[src/rtl/stack_mem_access_pkg.sv]
// stack_mem_access_pkg
//   Shared definitions for the stack memory-access stage and its bound
//   checker: StackOp codes, fault codes, FSM state encoding and small
//   opcode-decode helpers.
package stack_mem_access_pkg;

  typedef enum logic [2:0] {
    OP_PUSH = 3'b001,
    OP_POP  = 3'b010,
    OP_CALL = 3'b011,
    OP_RET  = 3'b100
  } stack_op_e;

  typedef enum logic [1:0] {
    FLT_NONE = 2'b00,
    FLT_OVF  = 2'b01,
    FLT_UNF  = 2'b10,
    FLT_TMO  = 2'b11
  } fault_e;

  typedef enum logic [1:0] {
    IDLE = 2'b00,
    REQ  = 2'b01,
    DONE = 2'b10
  } state_e;

  function automatic logic op_legal(input logic [2:0] op);
    logic ok;
    ok = 1'b0;
    case (op)
      OP_PUSH, OP_POP, OP_CALL, OP_RET: ok = 1'b1;
      default:                          ok = 1'b0;
    endcase
    return ok;
  endfunction

  function automatic logic op_is_write(input logic [2:0] op);
    return (op == OP_PUSH) || (op == OP_CALL);
  endfunction

endpackage

[src/rtl/stack_bound_check.sv]
// stack_bound_check
//   Combinational stack range checker, shared with the SP stage.
//   Ports:
//     addr  in  DATA_W  stack address to check
//     we    in  1       1 = write access (PUSH/CALL), 0 = read (POP/RET)
//     fault out 2       FLT_NONE in range, FLT_OVF for an out-of-range write,
//                       FLT_UNF for an out-of-range read
module stack_bound_check
  import stack_mem_access_pkg::*;
#(
  parameter int unsigned DATA_W      = 32,
  parameter int unsigned STACK_TOP   = 1023,
  parameter int unsigned STACK_LIMIT = 0
) (
  input  logic [DATA_W-1:0] addr,
  input  logic              we,
  output fault_e            fault
);

  localparam logic [DATA_W-1:0] LIM  = DATA_W'(STACK_LIMIT);
  localparam logic [DATA_W-1:0] SPAN = DATA_W'(STACK_TOP - STACK_LIMIT);

  // Single unsigned compare on the offset from the bottom covers both ends:
  // addresses below STACK_LIMIT wrap to a large offset.
  logic [DATA_W-1:0] off;
  assign off = addr - LIM;

  always_comb begin
    fault = FLT_NONE;
    if (off > SPAN) begin
      if (we) fault = FLT_OVF;
      else    fault = FLT_UNF;
    end
  end

endmodule

[src/rtl/stack_mem_access.sv]
// stack_mem_access
//   Memory-side stack stage: performs the single data-memory access needed
//   by PUSH, POP, CALL or RET over a req/ack handshake and returns the loaded
//   word (LMD). Out-of-range stack addresses fault without touching memory.
//   Optional feature macro: STACK_TIMEOUT_EN (ack watchdog, fault 11).
//   Ports:
//     clk, rst            clock (rising edge), async active-low reset
//     start, StackOp      one-cycle request and opcode
//     MemSP, rs_data, npc address, PUSH data, CALL return address
//     mem_req/we/addr/wdata, mem_ack, mem_rdata   data-memory handshake
//     LMD                 loaded word (POP data / RET target)
//     busy, done, fault   status: in progress, completion pulse, fault code
module stack_mem_access
  import stack_mem_access_pkg::*;
#(
  parameter int unsigned DATA_W      = 32,
  parameter int unsigned STACK_TOP   = 1023,
  parameter int unsigned STACK_LIMIT = 0,
  parameter int unsigned TIMEOUT_CYC = 16
) (
  input  logic              clk,
  input  logic              rst,
  input  logic              start,
  input  logic [2:0]        StackOp,
  input  logic [DATA_W-1:0] MemSP,
  input  logic [DATA_W-1:0] rs_data,
  input  logic [DATA_W-1:0] npc,
  output logic              mem_req,
  output logic              mem_we,
  output logic [DATA_W-1:0] mem_addr,
  output logic [DATA_W-1:0] mem_wdata,
  input  logic              mem_ack,
  input  logic [DATA_W-1:0] mem_rdata,
  output logic [DATA_W-1:0] LMD,
  output logic              busy,
  output logic              done,
  output logic [1:0]        fault
);

  state_e            state;
  fault_e            chk_flt;
  logic              op_wr;
  logic [DATA_W-1:0] op_wdata;

  assign op_wr    = op_is_write(StackOp);
  assign op_wdata = (StackOp == OP_CALL) ? npc : rs_data;

  stack_bound_check #(
    .DATA_W      (DATA_W),
    .STACK_TOP   (STACK_TOP),
    .STACK_LIMIT (STACK_LIMIT)
  ) u_bound (
    .addr  (MemSP),
    .we    (op_wr),
    .fault (chk_flt)
  );

`ifdef STACK_TIMEOUT_EN
  localparam int unsigned     TMO_W    = $clog2(TIMEOUT_CYC + 1);
  localparam logic [TMO_W-1:0] TMO_LAST = TMO_W'(TIMEOUT_CYC - 1);
  logic [TMO_W-1:0] tmo_cnt;
`endif

  always_ff @(posedge clk or negedge rst) begin
    if (!rst) begin
      state     <= IDLE;
      mem_req   <= 1'b0;
      mem_we    <= 1'b0;
      mem_addr  <= '0;
      mem_wdata <= '0;
      LMD       <= '0;
      busy      <= 1'b0;
      done      <= 1'b0;
      fault     <= FLT_NONE;
`ifdef STACK_TIMEOUT_EN
      tmo_cnt   <= '0;
`endif
    end else begin
      case (state)
        IDLE: begin
          done <= 1'b0;
          if (start && op_legal(StackOp)) begin
            mem_we    <= op_wr;
            mem_addr  <= MemSP;
            mem_wdata <= op_wdata;
            busy      <= 1'b1;
            fault     <= chk_flt;
            if (chk_flt == FLT_NONE) begin
              mem_req <= 1'b1;
              state   <= REQ;
`ifdef STACK_TIMEOUT_EN
              tmo_cnt <= '0;
`endif
            end else begin
              done  <= 1'b1;
              state <= DONE;
            end
          end
        end

        REQ: begin
          if (mem_ack) begin
            if (!mem_we) LMD <= mem_rdata;
            mem_req <= 1'b0;
            done    <= 1'b1;
            state   <= DONE;
          end
`ifdef STACK_TIMEOUT_EN
          // Ack on the final watchdog cycle still completes normally.
          else if (tmo_cnt == TMO_LAST) begin
            mem_req <= 1'b0;
            done    <= 1'b1;
            fault   <= FLT_TMO;
            state   <= DONE;
          end else begin
            tmo_cnt <= tmo_cnt + 1'b1;
          end
`endif
        end

        DONE: begin
          done  <= 1'b0;
          busy  <= 1'b0;
          state <= IDLE;
        end

        default: begin
          mem_req <= 1'b0;
          busy    <= 1'b0;
          done    <= 1'b0;
          state   <= IDLE;
        end
      endcase
    end
  end

endmodule

[config.mk]
export PLATFORM = sky130hd
export DESIGN_NAME = stack_mem_access
export DESIGN_NICKNAME = d
export VERILOG_FILES = /design/src/rtl/stack_mem_access_pkg.sv /design/src/rtl/stack_bound_check.sv /design/src/rtl/stack_mem_access.sv
export SDC_FILE = /design/constraint.sdc
export NUM_CORES = 1
export LEC_CHECK = 0
export CORE_MARGIN = 1.5
export CORE_UTILIZATION = 38
export DETAILED_ROUTE_END_ITERATION = 6
export PLACE_DENSITY = 0.79
export SYNTH_ARGS = -nofsm -noshare
export SYNTH_HDL_FRONTEND = slang
export SYNTH_SLANG_ARGS = --single-unit
[constraint.sdc]
create_clock -name clk -period 2.3 [get_ports clk]
set_clock_uncertainty 0.05 [all_clocks]
set_input_delay 0.69 -clock clk [delete_from_list [all_inputs] [get_ports clk]]
set_output_delay 0.69 -clock clk [all_outputs]
set_load 0.01 [all_outputs]
## After elaboration in Yosys (flattened, before gate mapping)

Index checks and enable logic that the tools add are counted.

| storage, ports and cells | value |
|---|---|
| input bits | 135 |
| register bits after elaboration | 104 |
| output and inout port bits | 102 |

| cells by class | value |
|---|---|
| $lt $le $gt $ge | 1 |
| equal/unequal tests | 9 |
| bitwise logic cells | 3 |
| reduce and logical (&&, ||, !) cells | 10 |
| muxes and demuxes | 19 |

Operators with widths:

| kind | count |
|---|---|
| 32-bit by 10-bit > comparator with 1-bit output, second input constant | 1 |
| 32-bit 2-to-1 mux | 1 |
| 2-bit 2-to-1 mux | 5 |
| 1-bit 2-to-1 mux | 9 |
| 3-bit by 2-bit == test with 1-bit output, second input constant | 2 |
| 2-bit != test, second input constant | 3 |
| 2-bit AND reduction | 3 |
| 2-bit logical NOT | 2 |
| 1-bit case mux with 2 select lines | 2 |
| 2-bit case mux with 2 select lines | 1 |
| 4-bit AND reduction | 1 |
| 4-bit OR reduction | 1 |
| 3-bit by 1-bit == test with 1-bit output, second input constant | 1 |
| 3-bit == test, second input constant | 1 |
| 1-bit inverter | 3 |
| 1-bit case mux with 3 select lines | 1 |
| 3-bit AND reduction | 1 |
| 2-bit by 1-bit == test with 1-bit output, second input constant | 1 |
| 2-bit == test, second input constant | 1 |
| 1-bit logical AND | 1 |
| 1-bit logical OR | 1 |

## Longest topological paths before layout

| depth | value |
|---|---|
| depth after elaboration | 8 |
| gate-level depth with buffers | 6 |

## Modules after synthesis

A second synthesis with hierarchy kept.

| second synthesis, totals | value |
|---|---|
| cells, all modules | 283 |
| area, all modules | 4443.0 µm² |

Modules (own cells, without submodules):

| module | area each (µm²) | instances | cells an instance | sequential area each (µm²) |
|---|---|---|---|---|
| stack_mem_access | 4379.2 | 1 | 274 | 2602.5 |
| stack_bound_check | 63.8 | 1 | 9 | 0.0 |

## Least setup slack after synthesis

No wires, ideal clock.

| timing | value |
|---|---|
| path kind | input to register |
| start point | in StackOp[2] |
| end point | reg mem_addr[22] |
| required time | 2123 ps |
| setup time | 127 ps |
| stages on the path | 5 |
| slack | 368 ps |
| arrival | 1755 ps |
| path through | or3_4 > nand4_4 > buf_6 > buf_6 > mux2_1 |

| on the way | value |
|---|---|
| longest elaborated chain between the ends | 6 |
| elaborated cells on any way between the ends | 9 |
| classes of those cells | eq/ne (4); mux (2); reduce/logical (3) |

RTL lines:

| item | line | RTL |
|---|---|---|
| start, declared | stack_mem_access.sv:24 | `input logic [2:0] StackOp,` |
| 3-bit by 1-bit == test with 1-bit output, or another cell as far along | stack_mem_access_pkg.sv:30 | `case (op)` |
| 4-bit OR reduction (*) | stack_mem_access_pkg.sv:30 |  |
| 1-bit 2-to-1 mux (*) | stack_mem_access_pkg.sv:30 |  |
| 1-bit 2-to-1 mux (*) | stack_mem_access.sv:79 | `case (state)` |
| 1-bit logical AND (*) | stack_mem_access.sv:82 | `if (start && op_legal(StackOp)) begin` |
| 2-bit AND reduction (no source line) (*) | - |  |
| end signal, assigned | stack_mem_access.sv:84 | `mem_addr <= MemSP;` |
| end, declared | stack_mem_access.sv:30 | `output logic [DATA_W-1:0] mem_addr,` |

Every way passes the cells marked *; elsewhere a longest branch is shown, timed or not. The select of a mux whose other input is x is not followed.
A chain may end at the register's enable or synchronous reset.

## Final worst setup path

| timing | value |
|---|---|
| start point | reg mem_we |
| end point | out mem_we |

RTL lines:

| item | line | RTL |
|---|---|---|
| start, declared | stack_mem_access.sv:29 | `output logic mem_we,` |
| start signal, assigned | stack_mem_access.sv:83 | `mem_we <= op_wr;` |

No word-level cell between the ends.

==> impl_results.md <==
- Cells after Synth: 316
- Pwr Total: 4.80 mW
- CTS sink cnt: 104
- GP Congestion: 0.761
- Total gr overflow: 0
- Min Tclk post-route: 2.06 ns
- #FFs+latches synth: 104
- Postcts setup bufs: 0
- Top cell type's share of synthesized area: 0.615
- Die area: 11,800 um^2
- Cell taking the most area after synthesis: dfrtp_1
- Clk buf depth: 2
- Area grow syn2layout: 66.4%
- WL/cell: 15.7 um
- Top cells by area, synth: dfrtp_1, mux2_2, mux2i_1, mux2_1, o21ai_0
- CP bufs+invs: 1
- Worst-path clk slew: 0.11 ns
- Max stage delay on crit path: 0.58 ns
- Largest delay share family, worst path: buffers and inverters
- Commonest non-fill, non-tap cells in the layout: clkdlybuf4s50_1, dfrtp_1, o21ai_0
- Core area: 10,800 um^2
- Hold Path Class: primary input to async pin
- Mean Syn Cell Area: 13.4 um^2
- Post_cts resized: 0
- Share of layout cells above drive strength 1: 0.128
- Adder-Cell Fraction of Synth Area: 0
- Global-route wire length before repair: 17,200 um
- Power density cells: 681 nW/um^2
- Via-per-instance ratio: 4.74
- Mapped cell area: 4230 um^2
- P_leak: 3.17 nW
- Setup CP Type: register to output pin
- Peak VDD IR: 0.402 mV
- Initial antenna violation count: 0
- Crit Path Max Fanout: 3
- Root Driver: clkbuf_8
- CP Cell Sequence: clkdlybuf4s50_1
- Setup TNS: 0 ns
- Post-DP HPWL: 8770 um
- Status: finished, final reports clean
- # DRC: 0
- Layout net count: 693
- YS warnings: 0
- Mux contribution to synthesized area: 0.246
- Hold_buf cts: 0
- Final cycle utilization of the critical path: 0.894
- Drt total wl: 11,100 um
- Die Height: 109 um
- Max_slew headroom: 0.691
- Fmax: 0.487 GHz
- Initial DRC count: 90
- FP Rows: 38
- Distinct cells, synth: 24
- Reg2reg setup slack: 0.74 ns
- Slowest-stage cell, CP: clkdlybuf4s50_1
- Number of max-cap violations: 0
- Number of global-route vias before repair: 3,542
- Main combinational cell family by area after synthesis: multiplexers
- Port Buf Inserts: 236
- Seq/Total Area, Yosys: 0.615
- Worst-Margin Slew: 0.464 ns
- Via count: 3,330
- Pins Over Slew Limit: 0
- Die X: 109 um
- CTS buffer count: 9
- Leading cell type in the layout, fill and taps excluded: clkdlybuf4s50_1
- Final setup vio count: 0
- CTS tree: done
- Synth Area in Simple Gates: 0.0624
- Worst Path Required: 1.56 ns
- Ports: 237
- Antenna Violating Nets Remaining: 0
- Crit path capture type: output pin
- Crit path DAT: 1.32 ns
- Initial Util: 0.390
- Unrepaired setup endpoints after global routing: false
- Total track usage: 0.190
- Level count of the clock H-tree: 3
- Synth Area in Compound Gates: 0.0506
- CP Launch Type: register
- # diodes: 0
- Syn Nets: 451
- Synth Area in XOR/XNOR: 0
- Worst skew pair latency: 0.34 ns
- Final-report hold violation count: 0
- Drt pass-1 iters: 4
- Largest net degree at the start of global routing: 48
-- path summary, 6_finish.rpt --
check	startpoint	end	cells after the start
max in group asynchronous	rst	mem_addr[18]$_DFFE_PN0P_	2
worst max-delay path	mem_we$_DFFE_PN0P_	mem_we	1
worst min register to register	mem_wdata[15]$_DFFE_PN0P_	mem_wdata[15]$_DFFE_PN0P_	2
min in group clk	mem_wdata[15]$_DFFE_PN0P_	mem_wdata[15]$_DFFE_PN0P_	2
worst max register to register	state[1]$_DFFE_PN0P_	mem_wdata[22]$_DFFE_PN0P_	5
worst min-delay path	rst	mem_addr[9]$_DFFE_PN0P_	1
-- final cells by class --
| type | count | area, um^2 |
|---|---|---|
| sequential | 104 | 2600 |
| tap | 140 | 175 |
| fill | 878 | 3800 |
| inverter | 1 | 3.75 |
| multi-input combinational | 194 | 1520 |
| clock buffer | 11 | 151 |
| timing repair buffer | 248 | 2540 |
| clock inverter | 5 | 46.3 |
-- synthesized netlist by cell type --
cell type	n
mux2_2	38
o21ai_0	39
nand3b_1	1
clkbuf_1	3
buf_6	2
buf_8	1
mux2i_1	32
mux2_1	26
nor4_1	5
buf_4	1
nor2_1	4
inv_1	1
nand4_4	1
dfrtp_1	104
nand2b_1	2
buf_2	10
o21ai_1	1
or2_2	1
nand4_1	1
o21bai_1	1
o22ai_1	1
or3_4	1
nand2_1	39
nor2b_1	1
-- report_power, final --
part	total (mW)	switching [mW]	internal (mW)
Clock	1.11	0.639	0.473
Combinational	1.41	0.525	0.888
Sequential	2.27	0.156	2.12
-- per-layer routing --
metal / vias up / wire length, um / track usage
met5: - / 0 / 0
met4: 0 / 222 / 0.0517
met3: 15 / 1010 / 0.0657
met2: 148 / 5680 / 0.342
met1: 1574 / 4140 / 0.212
li1: 1593 / - / -
-- stage by stage --
stage                     hold slack [ns]  instance area, um^2  std cells   util  setup WS [ns]
after CTS                           0.217                 7040        703  0.649          0.220
after global placement              0.413                 6840        687  0.631        -0.0601
after floorplan                     0.344                 4230        316      -          0.368
after global routing                0.222                 7040        703  0.649          0.187
final                               0.215                 7040        703  0.649          0.245
after detailed placement            0.420                 6840        687  0.631        -0.0725
-- flip-flops by register name, indices dropped and copies added, names as in the netlist --
name	cells
mem_we	1
mem_wdata	32
mem_addr	32
fault	2
state	2
mem_req	1
busy	1
LMD	32
done	1
-- logic make-up after synthesis --
group           after synthesis
compound gates               42
buf+inv                      18
mux                          96
flops                       104
simple gates                 56
(Power assumes the default switching activity.)
